==> src/rtl/counter_seq_pkg.sv <==
// Shared types for the counter sequencer: command opcodes and controller states.
package counter_seq_pkg;

  typedef enum logic [1:0] {
    OP_LOAD = 2'b00,
    OP_UP   = 2'b01,
    OP_DOWN = 2'b10,
    OP_NOP  = 2'b11
  } op_e;

  typedef enum logic [1:0] {
    ST_IDLE  = 2'b00,
    ST_LOAD  = 2'b01,
    ST_COUNT = 2'b10,
    ST_DONE  = 2'b11
  } state_e;

  function automatic logic is_step_op(input op_e op);
    return (op == OP_UP) || (op == OP_DOWN);
  endfunction

endpackage

==> src/rtl/counter_seq_ctrl.sv <==
// Command sequencer for an external up/down counter: turns LOAD/UP/DOWN/NOP
// commands into preload and count-enable strobes, and flags wrap-around.
module counter_seq_ctrl
  import counter_seq_pkg::*;
#(
  parameter int DW = 8,
  parameter int SW = 8
) (
  input  logic          clk,
  input  logic          rst_n,
  input  logic          cmd_valid,
  output logic          cmd_ready,
  input  logic [1:0]    cmd_op,
  input  logic [DW-1:0] cmd_data,
  input  logic [DW-1:0] cnt_value,
  output logic          ld_en,
  output logic          en,
  output logic          updwn,
  output logic [DW-1:0] datain,
  output logic          busy,
  output logic          done,
  output logic          wrap
);

  state_e        r_state;
  state_e        w_state_next;
  logic [DW-1:0] r_datain;
  logic          r_updwn;
  logic          r_wrap;
  logic [SW-1:0] r_remain;

  op_e           w_op;
  logic          w_accept;
  logic [SW-1:0] w_steps;
  logic          w_step_cmd;
  logic          w_wrap_hit;

  assign w_op     = op_e'(cmd_op);
  assign w_accept = cmd_valid && cmd_ready;

  // Step count comes from the low SW bits of cmd_data, zero-extended if wider.
  generate
    if (SW <= DW) begin : g_steps_trunc
      assign w_steps = cmd_data[SW-1:0];
    end else begin : g_steps_ext
      assign w_steps = {{(SW-DW){1'b0}}, cmd_data};
    end
  endgenerate

  assign w_step_cmd = is_step_op(w_op) && (w_steps != '0);
  assign w_wrap_hit = r_updwn ? (cnt_value == '1) : (cnt_value == '0);

  always_ff @(posedge clk) begin
    if (!rst_n) begin
      r_state <= ST_IDLE;
    end else begin
      r_state <= w_state_next;
    end
  end

  always_comb begin
    w_state_next = r_state;
    unique case (r_state)
      ST_IDLE: begin
        if (w_accept) begin
          if (w_op == OP_LOAD) begin
            w_state_next = ST_LOAD;
          end else if (w_step_cmd) begin
            w_state_next = ST_COUNT;
          end else begin
            w_state_next = ST_DONE;
          end
        end
      end
      ST_LOAD:  w_state_next = ST_DONE;
      ST_COUNT: begin
        if (r_remain == SW'(1)) begin
          w_state_next = ST_DONE;
        end
      end
      ST_DONE:  w_state_next = ST_IDLE;
      default:  w_state_next = ST_IDLE;
    endcase
  end

  // Handshake is held off while reset is asserted so nothing is accepted then.
  always_comb begin
    cmd_ready = (r_state == ST_IDLE) && rst_n;
    ld_en     = (r_state == ST_LOAD);
    en        = (r_state == ST_COUNT);
    done      = (r_state == ST_DONE);
    busy      = (r_state != ST_IDLE);
  end

  always_ff @(posedge clk) begin
    if (!rst_n) begin
      r_datain <= '0;
      r_updwn  <= 1'b0;
      r_remain <= '0;
      r_wrap   <= 1'b0;
    end else if (w_accept) begin
      r_wrap <= 1'b0;
      if (w_op == OP_LOAD) begin
        r_datain <= cmd_data;
      end
      // Direction only changes when a real count is about to run.
      if (w_step_cmd) begin
        r_updwn  <= (w_op == OP_UP);
        r_remain <= w_steps;
      end
    end else if (en) begin
      r_remain <= r_remain - SW'(1);
      if (w_wrap_hit) begin
        r_wrap <= 1'b1;
      end
    end
  end

  assign datain = r_datain;
  assign updwn  = r_updwn;
  assign wrap   = r_wrap;

endmodule

==> config.mk <==
export PLATFORM = sky130hd
export DESIGN_NAME = counter_seq_ctrl
export DESIGN_NICKNAME = d
export VERILOG_FILES = /design/src/rtl/counter_seq_pkg.sv /design/src/rtl/counter_seq_ctrl.sv
export SDC_FILE = /design/constraint.sdc
export NUM_CORES = 1
export LEC_CHECK = 0
export BUFFER_PORTS_ARGS = -buffer_cell sky130_fd_sc_hd__clkbuf_2
export CAP_MARGIN = 20
export CORE_MARGIN = 2
export CORE_UTILIZATION = 45
export CTS_CLUSTER_DIAMETER = 100
export DETAILED_ROUTE_END_ITERATION = 16
export PLACE_DENSITY = 0.83
export REMOVE_ABC_BUFFERS = 1
export SLEW_MARGIN = 20
export SYNTH_ARGS = -nofsm -noshare
export SYNTH_HDL_FRONTEND = slang
export SYNTH_SLANG_ARGS = --single-unit
==> constraint.sdc <==
create_clock -name clk -period 1.5 [get_ports clk]
set_clock_uncertainty 0.05 [all_clocks]
set_input_delay 0.075 -clock clk [delete_from_list [all_inputs] [get_ports clk]]
set_output_delay 0.075 -clock clk [all_outputs]
set_load 0.02 [all_outputs]
==> impl_results.md, run 1 <==
- Status: finished, violations left
- Failing checks: setup timing
- Syn_area_per_cell: 8.26 um^2
- Crit-path max FO: 7
- Global Route Usage Sum: 0.233
- Initial Utilization: 0.479
- EDFF count, synth: 0
- Min Tclk post-route: 1.53 ns
- Mapped Cells: about 150
- Synth async-reset ratio: 0
- Placer Congestion: 0.896
- Hold crit path type: in2reg
- Ant. Diodes: 0
- Util after Layout: 0.724
- Yosys top cell by area: dfxtp_1
- # IOs: 36
- Setup crit start kind: register
- Routed WL per cell: 14.4 um
- Setup repair after global routing missed its margin: yes
- Seq pwr share: 0.224
- Psw: 1.35 mW
- Largest net degree at the start of global routing: 21
- Fin. max-slew vios: 0
- Final setup fails: 3
- Max-Cap Viols: 0
- Final worst setup slack: -0.0293 ns
- Clk sinks: 20
- Cell variety after synth: 36
- Die ar.: 3090 um^2
- Number of buffers added on ports: 35
- # hold bufs at CTS: 0
- Tcrit/Tclk final: 1.02
- Cell row count: 18
- Worst EP arrival: 1.74 ns
- Remaining antenna violation count after routing: 0
- Global-route wire length before repair: 5800 um
- Combinational fraction of design power: 0.640
- Share of cells above drive strength 1: 0.491
- Placed Area: 1610 um^2
- Headroom to the max-slew limit: 0.780
- First-pass DRT Iterations: 5
- Synth cell count leaders: 31 x nand2_1, 20 x dfxtp_1, 10 x a21boi_0, 9 x ha_1, 8 x inv_1
- Vias: 1326
- FMAX: 654 MHz
- Area of the multi-input gates: 858 um^2
- H-tree levels: 1
- P_leak: 0.827 nW
- Tightest Pin Transition: about 0.33 ns
- WHS: 0.0157 ns
- Drt via density: 5.48
- Clk Latency, worst-skew pair: 0.32 ns
- Vias in the first global route: 1380
- Crit end category: register
- CP Data Required Time: around 1.7 ns
- Synth top area cells: dfxtp_1 33%, nand2_1 9.7%, ha_1 9.4%, a21boi_0 6.3%, mux2i_1 2.5%
- Placed Cells: 235
- Design area: between 1500 and 2000 um^2
- Finished Layout Cells: 242
- TritonCTS clock tree: built
- DRC viols: 0
- Synth Flop Type: dfxtp_1
- Seq/Total Area, Yosys: 0.334
- Sw Share: 0.403
- Top-count cell post-synth: nand2_1
- Max rail drop VDD: 1.66 mV
- Clock share of power: 0.136
- Area growth syn-to-layout: 51.1%
- Pre-CTS setup slack: -0.192 ns
- Cts bufs inserted: 3
- Clock Path Buffers: 2
- DR iter-0 viols: 40
- Core ar.: 2500 um^2
- Total internal power: 1.99 mW
- Nets: 243
- Clock transition at the registers of the reported paths: 0.12 ns
- FF+latch count, synth: 20
- YS warnings: 0
- Sequential Area: about 400 um^2
- Final hold violations: 0
- Antenna violations before repair: 0
- DP Wirelength: 2610 um
- Crit path kind: reg2reg
- Clock root buffer: clkbuf_4
- Routed wire length: 3500 um
- Total grt overflow: 0
- Die W: 55.6 um
- PwrDens: 1850 nW/um^2
- Mapped cell area: roughly 1200 um^2
- Fill count: between 150 and 200
- Post-synth top area share: 0.334
- Die Ht: 55.6 um
-- stage by stage --
stage | TNS, ns | total power [mW]
after CTS | -0.0380 | 3.18
final | -0.0798 | 3.34
after global placement | -0.633 | 2.37
after detailed placement | -2.10 | 2.45
after floorplan | -2.39 | 1.77
after global routing | -0.532 | 3.56
-- routing by layer --
| metal | wire (um) | global-route usage | vias to the layer above | share of wire |
|---|---|---|---|---|
| met5 | 0 | 0 | - | 0 |
| met4 | 65 | 0.0662 | 0 | 0.019 |
| met3 | 220 | 0.0488 | 10 | 0.063 |
| met2 | 1840 | 0.452 | 46 | 0.52 |
| met1 | 1370 | 0.250 | 625 | 0.39 |
| li1 | - | - | 645 | - |
-- registers in the layout, indices dropped and copies added (netlist names) --
name      count
r_remain      8
datain        8
r_state       2
updwn         1
wrap          1
-- logic make-up (layout without fill, tap and decap cells) --
kind of cell / Yosys count / count (layout) / synth area share
fa+ha+maj: 9 / 9 / 0.0940
mux: 4 / 4 / 0.0376
xor+xnor: 3 / 3 / 0.0219
simple gates: 63 / 64 / 0.256
compound gates: 34 / 34 / 0.218
flops: 20 / 20 / 0.334
buf+inv: 12 / 78 / 0.0376
-- critical path: stages (launching register included) --
cell	delay (ns)
dfxtp_2	0.35
inv_2	0.05
ha_4	0.17
and3_4	0.20
o211ai_4	0.15
nand2_4	0.12
mux2_4	0.28
a21boi_2	0.11
-- final timing paths --
path | cells past startpoint | to | start | slack, ns
setup reg to reg | 7 | r_remain[0]$_SDFFE_PN0P_ | r_state[1]$_SDFFE_PN0P_ | -0.03
setup / recovery | 7 | r_remain[0]$_SDFFE_PN0P_ | r_state[1]$_SDFFE_PN0P_ | -0.03
hold / removal | 3 | wrap$_SDFFE_PP0P_ | rst_n | 0.02
hold reg to reg | 2 | datain[7]$_SDFFE_PN0P_ | datain[7]$_SDFFE_PN0P_ | 0.43
-- power by group through the flow --
stage | Combinational, mW | Clock, mW | Sequential (mW)
floorplan | 1.01 | 0 | 0.757
global placement | 1.65 | 0 | 0.721
detailed placement | 1.72 | 0 | 0.733
CTS | 1.98 | 0.457 | 0.744
global route | 2.32 | 0.481 | 0.760
finish | 2.14 | 0.454 | 0.747
-- cell type report --
cell class                      count  share of cell area
Clock buffer                        3              0.0124
Clock inverter                      1              0.0166
Inverter                            8              0.0166
Multi-Input combinational cell    114               0.474
Sequential cell                    20               0.225
Tap cell                           30              0.0207
Timing Repair Buffer               66               0.234
-- layout by cell type (no fill, tap or decap), drive strengths merged, types with 2 or more instances in the layout --
master / count
a21boi: 11
nor2b: 4
a21oi: 4
ha: 9
nand3: 5
nand2: 33
nor2: 7
o21ai: 6
clkbuf: 38
and2: 3
a31o: 2
nor4: 4
buf: 31
nand4: 2
inv: 8
mux2i: 3
or4: 2
xor2: 2
o221ai: 2
dfxtp: 20
-- what timing repair did --
action / CTS / global route
pin swaps: 6 / 8
gates cloned: 1 / 0
gates resized for setup: 22 / 11
setup buffers: 1 / 1
endpoints found under the setup margin: 21 / 12
Note: power is estimated with default switching activity, not from simulation.
==> run 2: changes to the inputs <==
- CAP_MARGIN: 20 -> not set
- CELL_PAD_IN_SITES_DETAIL_PLACEMENT: not set -> 1
- CELL_PAD_IN_SITES_GLOBAL_PLACEMENT: not set -> 1
- CORE_UTILIZATION: 45 -> 33
- PLACE_DENSITY: 0.83 -> 0.84
- SLEW_MARGIN: 20 -> not set
==> run 2 against run 1 <==
The flow still finishes with violations (setup timing). Final cell count increased by 8.7%. Final area rose by 4.1%. Global-route usage up 2.4 points. Combinational power increased by 13%. First-iteration DRC count increased by 110%. Highest routed layer unchanged. Sequential share of layout area fell by 0.70 points. Hold slack improved by 0.028 ns. Register-to-register slack got worse by 0.19 ns. Via count rose by 9.5%.
==> impl_results.md, run 2 (same netlist as run 1, synthesis figures left out) <==
- Drt via density: 5.52
- Failing checks: setup timing
- Routed WL per cell: 20.3 um
- Sequential Area: 410 um^2
- Crit-path cells: inv_2 -> ha_4 -> and3_4 -> o211ai_4 -> nand2_4 -> buf_6 -> o221ai_1 -> a21boi_1
- Slack of the worst reg-to-reg path: -0.22 ns
- Min Tclk post-route: 1.72 ns
- Crit path kind: reg2reg
- Status: finished, violations left
- Headroom to the max-slew limit: 0.779
- Worst Hold End: r_remain[0]$_SDFFE_PN0P_
- Die W: 64.2 um
- Slowest CP cell: dfxtp_2
- Final setup fails: 10
- Die Ht: 64.2 um
- P_leak: between 0.8 and 0.9 nW
- Design area: 1880 um^2
- Nets: 248
- Cell row count: 21
- Global-route wire length before repair: 8150 um
- WP buf/inv: 2
- Clock root buffer: clkbuf_4
- Final TNS setup: -1.22 ns
- Initial Utilization: 0.351
- Crit end category: register
- Ant. Diodes: 0
- Die ar.: around 4100 um^2
- # IOs: 36
- Clk Latency, worst-skew pair: 0.32 ns
- Hold path cells: 2
- Reg2reg start: r_state[1]$_SDFFE_PN0P_
- Core ar.: around 3400 um^2
- Vias in the first global route: 1626
- DR iter-0 viols: 82
- TritonCTS clock tree: built
- Total grt overflow: 0
- Tcrit/Tclk final: 1.14
- Family with the most delay on the worst path: compound AO/OA/AOI/OAI gates
- Fill count: 429
- Routed wire length: ~5300 um
- Share of cells above drive strength 1: 0.525
- DP Wirelength: approximately 3200 um
- Clock Path Buffers: 2
- Cts bufs inserted: 3
- Antenna violations before repair: 0
- Global Route Usage Sum: 0.258
- Setup crit start kind: register
- Pre-CTS setup slack: -0.258 ns
- Vias: roughly 1500
- Area growth syn-to-layout: 57.4%
- Hold crit path type: in2reg
- Clock transition at the registers of the reported paths: ~0.13 ns
- Tightest Pin Transition: 0.330 ns
- Worst EP arrival: 1.91 ns
- Crit-path max FO: 6
- Fin. max-slew vios: 0
- Setup repair after global routing missed its margin: yes
- Max rail drop VDD: ~0.65 mV
- H-tree levels: 1
- Max-Cap Viols: 0
- WHS: 0.0436 ns
- Remaining antenna violation count after routing: 0
- PwrDens: about 1900 nW/um^2
- DRC viols: 0
- Final worst setup slack: -0.216 ns
- Finished Layout Cells: 263
- Most frequent cells in the layout: 36 x buf_4, 34 x clkbuf_2, 29 x nand2_1
- Largest net degree at the start of global routing: 13
- # hold bufs at CTS: 0
- FMAX: 583 MHz
- Clk sinks: 20
- Final hold violations: 0
- R2R cell count: 8
- Number of buffers added on ports: 35
- Placer Congestion: 0.776
- Commonest non-fill, non-tap cell in the layout: buf_4
- First-pass DRT Iterations: 6
- Placed Area: 1630 um^2
- Delay of the slowest critical-path stage: 0.36 ns
- R2R Path End: r_remain[6]$_SDFFE_PN0P_
- Final Total Pwr: 3.67 mW
- Placed Cells: 251
- Util after Layout: 0.552
- Hold wc startpoint: rst_n
- Area of the multi-input gates: 871 um^2
- CP Data Required Time: 1.69 ns
[run 2: cell type report]
type,instances,share of cell area
Tap cell,46,0.0305
Timing Repair Buffer,72,0.246
Sequential cell,20,0.218
Clock inverter,1,0.0159
Inverter,8,0.0159
Clock buffer,3,0.0120
Multi-Input combinational cell,113,0.462
[run 2: how the worst max path moves through the flow]
stage                       startpoint                  endpoint  slack, ns  depth (start not counted)
6_report       r_state[1]$_SDFFE_PN0P_  r_remain[6]$_SDFFE_PN0P_      -0.22                          8
5_1_grt        r_state[1]$_SDFFE_PN0P_  r_remain[6]$_SDFFE_PN0P_      -0.26                          8
4_1_cts        r_state[0]$_SDFFE_PN0P_  r_remain[4]$_SDFFE_PN0P_      -0.04                          8
3_5_place_dp   r_state[0]$_SDFFE_PN0P_  r_remain[0]$_SDFFE_PN0P_      -0.26                          7
3_3_place_gp   r_state[0]$_SDFFE_PN0P_  r_remain[0]$_SDFFE_PN0P_      -0.14                          7
2_1_floorplan  r_state[0]$_SDFFE_PN0P_  r_remain[0]$_SDFFE_PN0P_      -0.24                          7
[run 2: power breakdown]
part	leakage (nW)	internal, mW	switching [mW]
clock	0.0279	0.270	0.196
sequential	0.165	0.661	0.130
combinational	0.663	1.17	1.24
[run 2: what timing repair did]
action                                  CTS  global route
pin swaps                                 9             7
endpoints found under the setup margin   21            20
gates resized for setup                  30            17
setup buffers                             7             1
[run 2: routing by layer]
layer | routed length [um] | track usage | part of all wire
met1 | 2120 | 0.284 | 0.40
met2 | 2720 | 0.451 | 0.51
met3 | 284 | 0.0581 | 0.053
met4 | 206 | 0.149 | 0.039
met5 | 0 | 0 | 0
